$ cat src/rtl/hazard_controller.sv
// Hazard controller for a five-stage pipeline. It shadows the EX, MEM and WB
// stages, detects load-use and flag hazards against the instruction in ID,
// issues stall/flush control and selects EX operand forwarding.
module hazard_controller #(
    parameter int REG_ZERO = 31,
    parameter int CNT_W    = 16
) (
    input  logic             clk,
    input  logic             reset,
    input  logic             id_valid,
    input  logic [4:0]       id_rn,
    input  logic [4:0]       id_r2,
    input  logic             id_uses_rn,
    input  logic             id_uses_r2,
    input  logic [4:0]       id_rd,
    input  logic             id_reg_write,
    input  logic             id_load,
    input  logic             id_flag_en,
    input  logic             id_uses_flags,
    input  logic             ex_br_taken,
    output logic             pc_write_en,
    output logic             ifid_write_en,
    output logic             ifid_flush,
    output logic             idex_bubble,
    output logic [1:0]       fwd_a,
    output logic [1:0]       fwd_b,
    output logic [CNT_W-1:0] stall_cnt,
    output logic [CNT_W-1:0] flush_cnt
);

    localparam logic [4:0] ZERO_REG = 5'(REG_ZERO);
    localparam logic [CNT_W-1:0] CNT_MAX = {CNT_W{1'b1}};

    // Full record for the EX stage: its sources drive forwarding and its
    // load/flag bits drive hazard detection.
    typedef struct packed {
        logic       valid;
        logic [4:0] rd;
        logic       reg_write;
        logic       load;
        logic       flag_en;
        logic [4:0] rn;
        logic [4:0] r2;
        logic       uses_rn;
        logic       uses_r2;
    } ex_rec_t;

    // MEM and WB only ever act as forwarding sources, so only their
    // write-back fields carry any observable information.
    typedef struct packed {
        logic       valid;
        logic [4:0] rd;
        logic       reg_write;
    } wr_rec_t;

    ex_rec_t ex_r;
    wr_rec_t mem_r;
    wr_rec_t wb_r;

    logic load_use_s;
    logic flag_haz_s;
    logic stall_s;
    logic bubble_s;

    // True when a stage record writes architectural register r.
    function automatic logic writes_reg(input logic valid, input logic reg_write,
                                        input logic [4:0] rd, input logic [4:0] r);
        return valid & reg_write & (rd == r) & (r != ZERO_REG);
    endfunction

    // Operand select: MEM result beats WB data, otherwise the register file.
    function automatic logic [1:0] fwd_sel(input logic uses, input logic [4:0] r,
                                           input wr_rec_t mem, input wr_rec_t wb);
        logic [1:0] sel;
        if (uses && writes_reg(mem.valid, mem.reg_write, mem.rd, r)) begin
            sel = 2'b01;
        end else if (uses && writes_reg(wb.valid, wb.reg_write, wb.rd, r)) begin
            sel = 2'b10;
        end else begin
            sel = 2'b00;
        end
        return sel;
    endfunction

    // Hazard detection against the instruction currently in ID.
    always_comb begin
        load_use_s = id_valid & ex_r.valid & ex_r.load &
                     ((id_uses_rn & writes_reg(ex_r.valid, ex_r.reg_write, ex_r.rd, id_rn)) |
                      (id_uses_r2 & writes_reg(ex_r.valid, ex_r.reg_write, ex_r.rd, id_r2)));
        flag_haz_s = id_valid & id_uses_flags & ex_r.valid & ex_r.flag_en;
        stall_s    = (load_use_s | flag_haz_s) & ~ex_br_taken;
        bubble_s   = stall_s | ex_br_taken;
    end

    // Pipeline control and forwarding; forced to idle values while in reset.
    always_comb begin
        pc_write_en   = 1'b1;
        ifid_write_en = 1'b1;
        ifid_flush    = 1'b0;
        idex_bubble   = 1'b0;
        fwd_a         = 2'b00;
        fwd_b         = 2'b00;
        if (!reset) begin
            pc_write_en   = 1'b1;
            ifid_write_en = 1'b1;
        end else begin
            fwd_a = fwd_sel(ex_r.uses_rn, ex_r.rn, mem_r, wb_r);
            fwd_b = fwd_sel(ex_r.uses_r2, ex_r.r2, mem_r, wb_r);
            if (ex_br_taken) begin
                ifid_flush  = 1'b1;
                idex_bubble = 1'b1;
            end else if (stall_s) begin
                pc_write_en   = 1'b0;
                ifid_write_en = 1'b0;
                idex_bubble   = 1'b1;
            end else begin
                idex_bubble = 1'b0;
            end
        end
    end

    // Shadow pipeline advance; a bubble enters EX on stall or flush.
    always_ff @(posedge clk or negedge reset) begin
        if (!reset) begin
            ex_r  <= '0;
            mem_r <= '0;
            wb_r  <= '0;
        end else begin
            wb_r  <= mem_r;
            mem_r <= '{valid: ex_r.valid, rd: ex_r.rd, reg_write: ex_r.reg_write};
            ex_r  <= '{valid: id_valid & ~bubble_s, rd: id_rd, reg_write: id_reg_write,
                       load: id_load, flag_en: id_flag_en, rn: id_rn, r2: id_r2,
                       uses_rn: id_uses_rn, uses_r2: id_uses_r2};
        end
    end

    // Saturating stall and flush event counters.
    always_ff @(posedge clk or negedge reset) begin
        if (!reset) begin
            stall_cnt <= '0;
            flush_cnt <= '0;
        end else begin
            if (stall_s && (stall_cnt != CNT_MAX)) begin
                stall_cnt <= stall_cnt + {{(CNT_W-1){1'b0}}, 1'b1};
            end else begin
                stall_cnt <= stall_cnt;
            end
            if (ex_br_taken && (flush_cnt != CNT_MAX)) begin
                flush_cnt <= flush_cnt + {{(CNT_W-1){1'b0}}, 1'b1};
            end else begin
                flush_cnt <= flush_cnt;
            end
        end
    end

endmodule
$ cat config.mk
export PLATFORM = sky130hd
export DESIGN_NAME = hazard_controller
export DESIGN_NICKNAME = d
export VERILOG_FILES = /design/src/rtl/hazard_controller.sv
export SDC_FILE = /design/constraint.sdc
export NUM_CORES = 1
export LEC_CHECK = 0
export CAP_MARGIN = 20
export CORE_UTILIZATION = 45
export CTS_CLUSTER_DIAMETER = 80
export DETAILED_ROUTE_END_ITERATION = 8
export PLACE_DENSITY = 0.69
export RECOVER_POWER = 25
export SLEW_MARGIN = 20
export SYNTH_ARGS = -nofsm -noshare
export SYNTH_HDL_FRONTEND = slang
export SYNTH_SLANG_ARGS = --single-unit
export TNS_END_PERCENT = 100
$ cat constraint.sdc
create_clock -name clk -period 5.44 [get_ports clk]
set_input_delay 0.544 -clock clk [delete_from_list [all_inputs] [get_ports clk]]
set_output_delay 0.544 -clock clk [all_outputs]
set_load 0.05 [all_outputs]
== Word level (Yosys, flattened, before mapping) ==
Cells that the tools add are included.

* Bitwise logic cells: 30
* Equality and inequality tests: 12
* Add/sub/neg operators: 2
* Reductions and logical operators: 6
* Mux-type cells: 14

{| class="wikitable"
|+ Operator list
! operator !! number
|-
| $add A16 B1 Y16 const B || 2
|-
| $ne A16 B16 Y1 const B || 2
|-
| $eq A5 B5 Y1 || 6
|-
| $and A1 B1 Y1 || 25
|-
| $ne A5 B5 Y1 const B || 4
|-
| $mux W2 || 6
|-
| $mux W1 || 8
|-
| $logic_and A1 B1 Y1 || 6
|-
| $or A1 B1 Y1 || 3
|-
| $not A1 Y1 || 2
|}

* Input bits: 25
* Register bits: 67

== Longest topological paths before layout ==
* Depth in word-level cells: 11
* Gate-level depth with buffers: 7

== Least setup slack after synthesis ==
No wires, ideal clock.

* Path type: input port to output port
* From: input ex_br_taken
* To: output pc_write_en
* Data arrival time: 2.766 ns
* Cell stages on the path: 5
* Path slack: 2.130 ns
* Path buffers: 2
* Cells stage by stage: clkbuf_1 > nor2_1 > and4b_1 > o31ai_1 > buf_4

* Cells in the longest elaborated chain, start to end: 5

{| class="wikitable"
|+ Ends and longest elaborated chain
! item !! line !! source
|-
| start: declaration || 20 || <nowiki>input logic ex_br_taken,</nowiki>
|-
| $not A1 Y1 || 91 || <nowiki>stall_s = (load_use_s | flag_haz_s) & ~ex_br_taken;</nowiki>
|-
| $and A1 B1 Y1 || 91 ||
|-
| $mux W1 || - ||
|-
| $mux W1 (*) (2 in series) || - ||
|-
| end: declaration || 21 || <nowiki>output logic pc_write_en,</nowiki>
|}

Every way passes the cells marked *; elsewhere a longest branch is shown, timed or not.

== Worst setup path after layout ==
* From: input reset
* To: output fwd_b[1]

* Cells in the longest elaborated chain, start to end: 1

{| class="wikitable"
|+ Ends and longest elaborated chain
! item !! line !! source
|-
| start: declaration || 9 || <nowiki>input logic reset,</nowiki>
|-
| $mux W2 || 103 || <nowiki>if (!reset) begin</nowiki>
|-
| end: declaration || 26 || <nowiki>output logic [1:0] fwd_b,</nowiki>
|}

No other way between the ends.

==> results.sh <==
export IMPL_seqCellArea_mm2=0.00168
export IMPL_firstDrtPassIters=4
export IMPL_setup_viol=0
export IMPL_r2r_end="stall_cnt[1]$_DFFE_PN0P_"
export IMPL_synth_common_cells="dfrtp_1 (67), xnor2_1 (28), xor2_1 (27)"
export IMPL_n_fill_cell=524
export IMPL_worst_r2r_cell_count=6
export IMPL_cts_tree="built"
export IMPL_clkSinkCount=67
export IMPL_timing_final_hold_violations=0
export IMPL_syn_nets=281
export IMPL_post_route_period_util_pct=73.2
export IMPL_ctsHoldBuffers=0
export IMPL_syn_inst=254
export IMPL_synth_async_reset_ratio_pct=100
export IMPL_grt_pass1_vias=2120
export IMPL_r2r_start="ex_r[19]$_DFF_PN0_"
export IMPL_cts_max_path_buffers=2
export IMPL_setup_worst_path_end_class="output pin"
export IMPL_yosys_area_share_adder_pct=0.845
export IMPL_worst_pin_slew_ns=1.41
export IMPL_busiest_layer="met2"
export IMPL_hold_start="mem_r[0]$_DFF_PN0_"
export IMPL_met1_usage_pct=25.8
export IMPL_avgSynthCellArea_um2=11.7
export IMPL_num_vias=2076
export IMPL_synth_simple_area_share_pct=21.5
export IMPL_yosys_warnings=0
export IMPL_dpl_instance_area_mm2=0.00368
export IMPL_die_area_mm2=0.00691
export IMPL_drc=0
export IMPL_hp_class="flop to flop"
export IMPL_synth_top_family_by_area="simple AND/OR/NAND/NOR gates"
export IMPL_drtIter0Drc=122
export IMPL_synth_distinct_cells=42
export IMPL_cts_buffers=9
export IMPL_initial_core_util_pct=46.7
export IMPL_fin_area_mm2=0.00391
export IMPL_critPathMaxFanout=26
export IMPL_synth_edf_count=0
export IMPL_gr_usage_all_layers_pct=19.5
export IMPL_tns_ns=0
export IMPL_start_kind="input port"
export IMPL_holdPathStages=0
export IMPL_synthMuxAreaShare_pct=1.86
export IMPL_die_x_um=83.1
export IMPL_die_y_um=83.1
export IMPL_post_cts_buffers=0
export IMPL_p_leak_nw=1.67
export IMPL_gr_usage_met2_pct=30.5
export IMPL_yosysMostFrequentCell="dfrtp_1"
export IMPL_synthTopCellsByArea="dfrtp_1 (57%), xnor2_1 (8.3%), xor2_1 (8.0%)"
export IMPL_drive_gt1_share_pct=9.04
export IMPL_cp_data_required_time_ns=4.90
export IMPL_core_area_mm2=0.00635
export IMPL_holdPathEnd="wb_r[0]$_DFF_PN0_"
export IMPL_hpwlAfterDp_mm=4.48
export IMPL_multiInputGateArea_mm2=0.00126
export IMPL_dp_cells=393
export IMPL_grt_max_degree=49
export IMPL_grt_use_met3_pct=5.17
export IMPL_wl_mm=6.05
export IMPL_synth_area_mm2=0.00296
export IMPL_synthXorXnorAreaFrac_pct=16.3
export IMPL_post_drt_wl_per_cell_um=14.8
export IMPL_maxCapViolCount=0
export IMPL_overflow=0
export IMPL_portBuffers=64
export IMPL_htree_levels=3
export IMPL_cts_root_buffer="clkbuf_8"
export IMPL_critPathMaxStageDelay_ns=1.00
export IMPL_area_growth_pct=31.8
export IMPL_crit_type="input port to output pin"
export IMPL_finalMaxSlewViolations=0
export IMPL_gp_congestion=0.760
export IMPL_drtAntennaViolNets=0
export IMPL_insertion_delay_ns=0.34
export IMPL_clkTransAtPathRegs_ns=0.07
export IMPL_yosys_area_top_type="dfrtp_1"
export IMPL_ios=65
export IMPL_crit_chain="clkbuf_1 > nand3_1 > or4_1 > nor4_1 > clkdlybuf4s50_1"
export IMPL_slowest_stage="clkbuf_1"
export IMPL_worstPathArrival_ns=3.44
export IMPL_seq_area_frac_synth_pct=56.6
export IMPL_status="finished clean"
export IMPL_synth_compound_area_share_pct=1.90
export IMPL_critical_path_top_delay_family="buffers and inverters"
export IMPL_grt_pass1_wl_mm=10.4
export IMPL_antenna_found_initial=0
export IMPL_rows=29
export IMPL_instances_no_fill=409
export IMPL_fmax_mhz=251
export IMPL_r2r_slack_ns=3.28
export IMPL_peakVddDrop_v=0.000305
export IMPL_powerDensity_mw_per_mm2=344
export IMPL_worst_path_buf_inv=2
export IMPL_cts_resized=0
export IMPL_synthFlopType="dfrtp_1"
export IMPL_viasPerCell=5.08
export IMPL_min_period_ns=3.98
export IMPL_nets=354
export IMPL_antennaDiodeCount=0
export IMPL_ys_ff_latch=67
export IMPL_fin_skew_ns=0.00856
export IMPL_relSlewSlack_pct=5.87
export IMPL_netlist_area_leader_share_pct=56.6
export IMPL_grt_setup_unrepaired="no"
per-stage QoR:
| step | hold slack, ns | util [%] | setup slack (ns) | total power (W) |
|---|---|---|---|---|
| after floorplan | 0.248 | - | 2.13 | 0.000779 |
| after global placement | 0.356 | 58.0 | 1.98 | 0.000894 |
| after detailed placement | 0.358 | 58.0 | 1.94 | 0.000900 |
| after CTS | 0.211 | 61.5 | 1.94 | 0.00136 |
| after global routing | 0.394 | 61.5 | 1.08 | 0.00141 |
| final | 0.377 | 61.5 | 1.46 | 0.00134 |
layer usage:
metal	routed length [um]	share of wire (%)
met2	2840	47
met5	0	0
met1	2840	47
met4	91	1.5
met3	277	4.6
area by class of cell:
class / instances / area share [%]
sequential: 67 / 42.9
multi-input combinational: 182 / 32.2
timing repair buffer: 65 / 16.4
clock buffer: 10 / 3.52
tap: 77 / 2.47
clock inverter: 6 / 2.27
inverter: 2 / 0.192
placed cells by master, fill, tap and decap left out, types with 2 or more instances in the layout:
master	n
nand4_1	9
nand2_1	21
and4_1	2
clkdlybuf4s50_1	58
nor4_1	8
ha_1	2
a21oi_1	2
o21ai_0	3
and3_1	3
bufinv_16	2
and2_1	4
clkbuf_8	10
inv_1	2
mux2_2	3
clkinvlp_4	2
nor3_1	6
dfrtp_1	67
xnor2_1	28
nand3_1	21
xor2_1	27
nor2_1	21
dlygate4sd3_1	5
where the power goes:
group          internal [W]  leakage (nW)  switching (W)
clock              0.000270         0.108       0.000187
sequential         0.000543         0.834      0.0000549
combinational      0.000112         0.727       0.000177
how the worst max path moves through the flow:
stage	depth (start not counted)	endpoint	startpoint	slack, ns
after floorplan	5	pc_write_en	ex_br_taken	2.13
after detailed placement	8	idex_bubble	id_rn[1]	1.94
after global placement	6	pc_write_en	id_r2[1]	1.98
after CTS	8	idex_bubble	id_rn[1]	1.94
after global routing	5	fwd_b[1]	reset	1.08
final	5	fwd_b[1]	reset	1.46
logic make-up (layout without fill, tap and decap cells):
family / count (synthesis) / in the layout
xor+xnor: 55 / 55
fa+ha+maj: 2 / 2
compound gates: 9 / 9
simple gates: 111 / 111
mux: 5 / 5
buf+inv: 5 / 83
flops: 67 / 67
state kept, by name, summed over array words and instances, names as in the netlist:
signal	count
stall_cnt	16
ex_r	21
flush_cnt	16
mem_r	7
wb_r	7
Note: power is estimated with default switching activity, not from simulation.
